[src/rtl/dmem_responder.sv]
// Multi-cycle data-memory target: one request at a time over valid/ready, response after LATENCY cycles.
// Define DMEM_WSTRB_EN to add req_wstrb byte-enable stores.
module dmem_responder #(
   parameter int unsigned DEPTH   = 64,
   parameter int unsigned LATENCY = 2
) (
   input  logic        clk,
   input  logic        rst,
   input  logic        req_valid,
   output logic        req_ready,
   input  logic        req_write,
   input  logic [31:0] req_addr,
   input  logic [31:0] req_wdata,
`ifdef DMEM_WSTRB_EN
   input  logic [3:0]  req_wstrb,
`endif
   output logic        resp_valid,
   input  logic        resp_ready,
   output logic [31:0] resp_rdata,
   output logic        resp_err
);

   localparam int unsigned AW = $clog2(DEPTH);
   localparam int unsigned CW = 8;

   typedef enum logic [1:0] {
      IDLE = 2'd0,
      WAIT = 2'd1,
      RESP = 2'd2
   } state_t;

   state_t        state_q, state_d;
   logic [CW-1:0] cnt_q, cnt_d;
   logic          accept;
   logic          access;

   logic          wr_q;
   logic [AW-1:0] idx_q;
   logic [31:0]   wdata_q;
   logic [3:0]    wstrb_q;
   logic          err_q;

   logic [31:0]   mem [DEPTH];

   logic [AW-1:0] idx_c;
   logic          err_c;
   logic [3:0]    wstrb_c;

   // Decode the incoming request address.
   assign idx_c = req_addr[AW+1:2];
   assign err_c = (req_addr[1:0] != 2'b00) || (req_addr[31:AW+2] != '0);

`ifdef DMEM_WSTRB_EN
   assign wstrb_c = req_wstrb;
`else
   assign wstrb_c = 4'hF;
`endif

   // Next-state logic; the counter counts down the remaining WAIT cycles.
   always_comb begin
      state_d = state_q;
      cnt_d   = cnt_q;
      accept  = 1'b0;
      access  = 1'b0;
      case (state_q)
         IDLE: begin
            if (req_valid && req_ready) begin
               accept  = 1'b1;
               state_d = WAIT;
               cnt_d   = CW'(LATENCY - 1);
            end
         end
         WAIT: begin
            if (cnt_q == '0) begin
               access  = 1'b1;
               state_d = RESP;
            end else begin
               cnt_d = cnt_q - CW'(1);
            end
         end
         RESP: begin
            if (resp_ready) begin
               state_d = IDLE;
            end
         end
         default: state_d = IDLE;
      endcase
   end

   always_ff @(posedge clk) begin
      if (rst) begin
         state_q <= IDLE;
         cnt_q   <= '0;
      end else begin
         state_q <= state_d;
         cnt_q   <= cnt_d;
      end
   end

   // Request capture, registered outputs and memory access.
   always_ff @(posedge clk) begin
      if (rst) begin
         req_ready  <= 1'b0;
         resp_valid <= 1'b0;
         resp_rdata <= '0;
         resp_err   <= 1'b0;
         wr_q       <= 1'b0;
         idx_q      <= '0;
         wdata_q    <= '0;
         wstrb_q    <= '0;
         err_q      <= 1'b0;
         for (int unsigned i = 0; i < DEPTH; i++) begin
            mem[i] <= '0;
         end
      end else begin
         req_ready <= (state_d == IDLE);
         if (accept) begin
            wr_q    <= req_write;
            idx_q   <= idx_c;
            wdata_q <= req_wdata;
            wstrb_q <= wstrb_c;
            err_q   <= err_c;
         end
         if (access) begin
            resp_valid <= 1'b1;
            resp_err   <= err_q;
            resp_rdata <= (!wr_q && !err_q) ? mem[idx_q] : 32'h0;
            if (wr_q && !err_q) begin
               for (int unsigned k = 0; k < 4; k++) begin
                  if (wstrb_q[k]) begin
                     mem[idx_q][8*k +: 8] <= wdata_q[8*k +: 8];
                  end
               end
            end
         end else if (state_q == RESP && resp_ready) begin
            resp_valid <= 1'b0;
            resp_rdata <= '0;
            resp_err   <= 1'b0;
         end
      end
   end

endmodule

[config.mk]
export PLATFORM = sky130hd
export DESIGN_NAME = dmem_responder
export DESIGN_NICKNAME = d
export VERILOG_FILES = /design/src/rtl/dmem_responder.sv
export SDC_FILE = /design/constraint.sdc
export NUM_CORES = 2
export LEC_CHECK = 0
export BUFFER_PORTS_ARGS = -buffer_cell sky130_fd_sc_hd__buf_2
export CORE_MARGIN = 2
export CORE_UTILIZATION = 55
export DETAILED_ROUTE_END_ITERATION = 12
export PLACE_DENSITY = 0.71
export SETUP_SLACK_MARGIN = 0.3
export SLEW_MARGIN = 20
export SYNTH_ARGS = -nofsm -noshare
export SYNTH_HDL_FRONTEND = slang
export SYNTH_SLANG_ARGS = --single-unit
[constraint.sdc]
create_clock -name clk -period 4.5 [get_ports clk]
set_input_delay 0.9 -clock clk [delete_from_list [all_inputs] [get_ports clk]]
set_output_delay 0.9 -clock clk [all_outputs]
set_load 0.01 [all_outputs]
==> flow_summary_export.csv <==
group,metric,value,unit
global_routing,grt_antenna_before_repair,19,
yosys,synth_compound_area_frac,0.0158,
yosys,yosysMostFrequentCell,"and2_1",
setup_path,crit_arrival,4.34,ns
yosys,ys_seq_elements,2140,
power,power_density,424,nW/um^2
sta,finalHoldViolCount,0,
floorplanning,die_area,178000,um^2
floorplanning,boundaryPins,104,
yosys,synth_top_family_by_area,"simple AND/OR/NAND/NOR gates",
route,vias,53344,
sta,min_period,3.78,ns
floorplanning,initial_core_util,0.553,
power,netSwitchingPower,0.0109,W
sta,worst_slew_pin_slew,1.17,ns
yosys,yosysUniqueCellTypes,54,
route,first_iter_violations,7678,
global_routing,grtUsageTotal,0.294,
cts,cts_buffer_depth,3,
yosys,synth_edf_count,2048,
placed_design,port_buffers,103,
route,topRoutingLayerUsed,"met5",
final_layout,drive_gt1_frac,0.223,
sta,tns,0,ns
route,wl_met2,120,mm
yosys,post_synth_and_or_nand_nor_area_fraction,0.156,
outcome,status,"finished clean",
yosys,ys.flop_type,"edfxtp_1",
cts,htreeDepth,4,
final_layout,nFillCells,12630,
cts,root_buffer,"clkbuf_16",
setup_path,start_kind,"flip-flop",
route,drt-total-wl,261,mm
yosys,yosys.area_share.adder,0.000130,
yosys,avgSynthCellArea,15.5,um^2
placed_design,place.gp.congestion,0.906,
power,switching_share,0.241,
placed_design,dpl.hpwl,165,mm
setup_path,required,5.06,ns
final_layout,area_growth,10.8,%
power,ir_drop,0.375,mV
final_layout,instances_no_fill,8632,
yosys,syn_nets,6253,
setup_path,crit_type,"flip-flop to flip-flop",
yosys,seq_area_frac_synth,0.659,
yosys,synth_top_cell_by_area,"edfxtp_1",
floorplanning,core_area,174000,um^2
final_layout,nNetsFinal,6182,
cts,post_cts_resized,0,
cts,cts_tree,"built",
global_routing,grt_remaining_overflow,0,
final_layout,multi_input_area,30400,um^2
cts,clk_pin_slew,0.06,ns
yosys,ys_warn_count,0,
final_layout,seq_area,63400,um^2
yosys,syn_area,96100,um^2
power,power,0.0451,W
sta,fmax,265,MHz
yosys,synth_xor_xnor_area_share,0.000455,
global_routing,grt_max_degree,66,
sta,report.final.setup_viol,0,
route,routedWlPerCell,30.2,um
hold_path,hold_path.class,"input port to flip-flop",
sta,finClkSkew,0.0311,ns
sta,slew_violations,0,
setup_path,cp-end-kind,"flip-flop",
floorplanning,die_h,422,um
sta,period_share,0.839,
route,drc,0,
cts,postCtsSetupBuffers,0,
cts,hold_buffers,0,
yosys,muxShareOfSynthArea,0.141,
yosys,synth_area_leaders,"edfxtp_1 (64%), and2_1 (13%), mux4_2 (13%)",
global_routing,grt_pass1_wl,377,mm
power,seqPwrFrac,0.508,
cts,insertion_delay,0.87,ns
sta,rsz0062_at_grt,"false",
route,firstDrtPassIters,6,
yosys,synth_common_cells,"and2_1 (2049), edfxtp_1 (2048), mux4_2 (559)",
cts,cts-buffers-inserted,213,
power,leakage,37.8,nW
floorplanning,row_count,153,
sta,maxSlewHeadroom,0.220,
global_routing,grt_pass1_vias,52555,
yosys,syn_inst,6183,
power,internal_power,0.0343,W
yosys,synth_top_area_share,0.640,
yosys,synthArstFlopShare,0,
flow_run,drv_cap,0,
placed_design,dp.cells,8222,
floorplanning,die_x,422,um
route,vias_per_cell,6.18,
power,p_clk_frac,0.400,
cts,cts.sink_count,2140,
setup_path,crit_fanout,22,
route,postRouteAntennaNets,0,
power,combPwrFrac,0.091,
route,met3_length,26.6,mm
route,wl_met1,103,mm
critical path, cell delays in order (launching register included):
cell,delay [ns]
dfxtp_1,0.34
inv_1,0.07
ha_1,0.18
nor3b_1,0.37
nand4_1,0.37
nor2_1,0.35
nand2_1,0.64
nor2_2,0.28
or2_2,0.55
buf_4,0.31
per-layer routing:
metal	up-vias	track usage
met5	-	0
met4	14	0.110
met3	422	0.0587
met2	2672	0.446
met1	27787	0.426
li1	22449	-
final timing paths:
| kind | start | end | slack [ns] | cells past startpoint |
|---|---|---|---|---|
| worst min register to register | resp_rdata[31] | resp_rdata[31] | 0.47 | 2 |
| worst max-delay path | cnt_q[0] | mem[15][18] | 0.72 | 9 |
| worst max register to register | cnt_q[0] | mem[15][18] | 0.72 | 9 |
| worst min-delay path | req_wdata[25] | wdata_q[25] | 0.27 | 3 |
stage by stage:
| step | cell area, um^2 | setup slack (ns) | util | hold WS, ns |
|---|---|---|---|---|
| 4_1_cts | 107000 | 0.771 | 0.613 | 0.222 |
| 2_1_floorplan | 96100 | 1.90 | - | 0.431 |
| 3_5_place_dp | 99400 | 0.818 | 0.572 | 0.449 |
| 5_1_grt | 107000 | 0.513 | 0.613 | 0.256 |
| 6_report | 107000 | 0.722 | 0.613 | 0.267 |
| 3_3_place_gp | 99400 | 0.810 | 0.572 | 0.440 |
kinds of logic after synthesis:
logic type,count (synthesis)
compound gates,230
xor+xnor,5
fa+ha+maj,1
buf+inv,628
flops,2140
mux,657
simple gates,2522
cell type report:
cell class | count | area share
Sequential cell | 2140 | 0.595
Multi-Input combinational cell | 3415 | 0.285
Clock buffer | 272 | 0.0535
Tap cell | 2325 | 0.0273
Timing Repair Buffer | 336 | 0.0257
Clock inverter | 131 | 0.0130
Inverter | 6 | 0.000294
Antenna cell | 7 | 0.000164
power by group through the flow:
stage	logic (W)	registers (W)	clock network, W
after CTS	0.00407	0.0229	0.0182
after global placement	0.00403	0.0233	0
after detailed placement	0.00406	0.0234	0
after global routing	0.00425	0.0230	0.0190
after floorplan	0.00251	0.0230	0
final	0.00411	0.0229	0.0181
cells in the final DEF, fill, tap and decap left out, types with 11 or more instances in the layout:
master,count
mux2i_1,83
clkbuf_8,13
a21oi_1,52
clkinv_2,39
nor3_1,16
clkbuf_16,214
mux2_2,15
nand3_1,12
nor2_2,64
or2_2,67
nor2b_1,33
buf_2,102
clkbuf_1,45
nor2_1,36
nand2_1,203
buf_12,38
o22ai_1,17
edfxtp_1,2048
dfxtp_1,54
o211ai_1,27
a32oi_1,22
o21ai_1,26
bufinv_16,24
a31oi_1,14
buf_4,196
and2_1,2049
a211oi_1,28
dfxtp_2,32
clkinv_1,45
o21ai_0,11
mux4_2,559
state kept, by name (all words and copies together), names as in the netlist, 2 cells and up, named ones only:
register,flops
idx_q,6
mem,2048
state_q,2
wdata_q,32
resp_rdata,32
cnt_q,8
(Power assumes the default switching activity.)
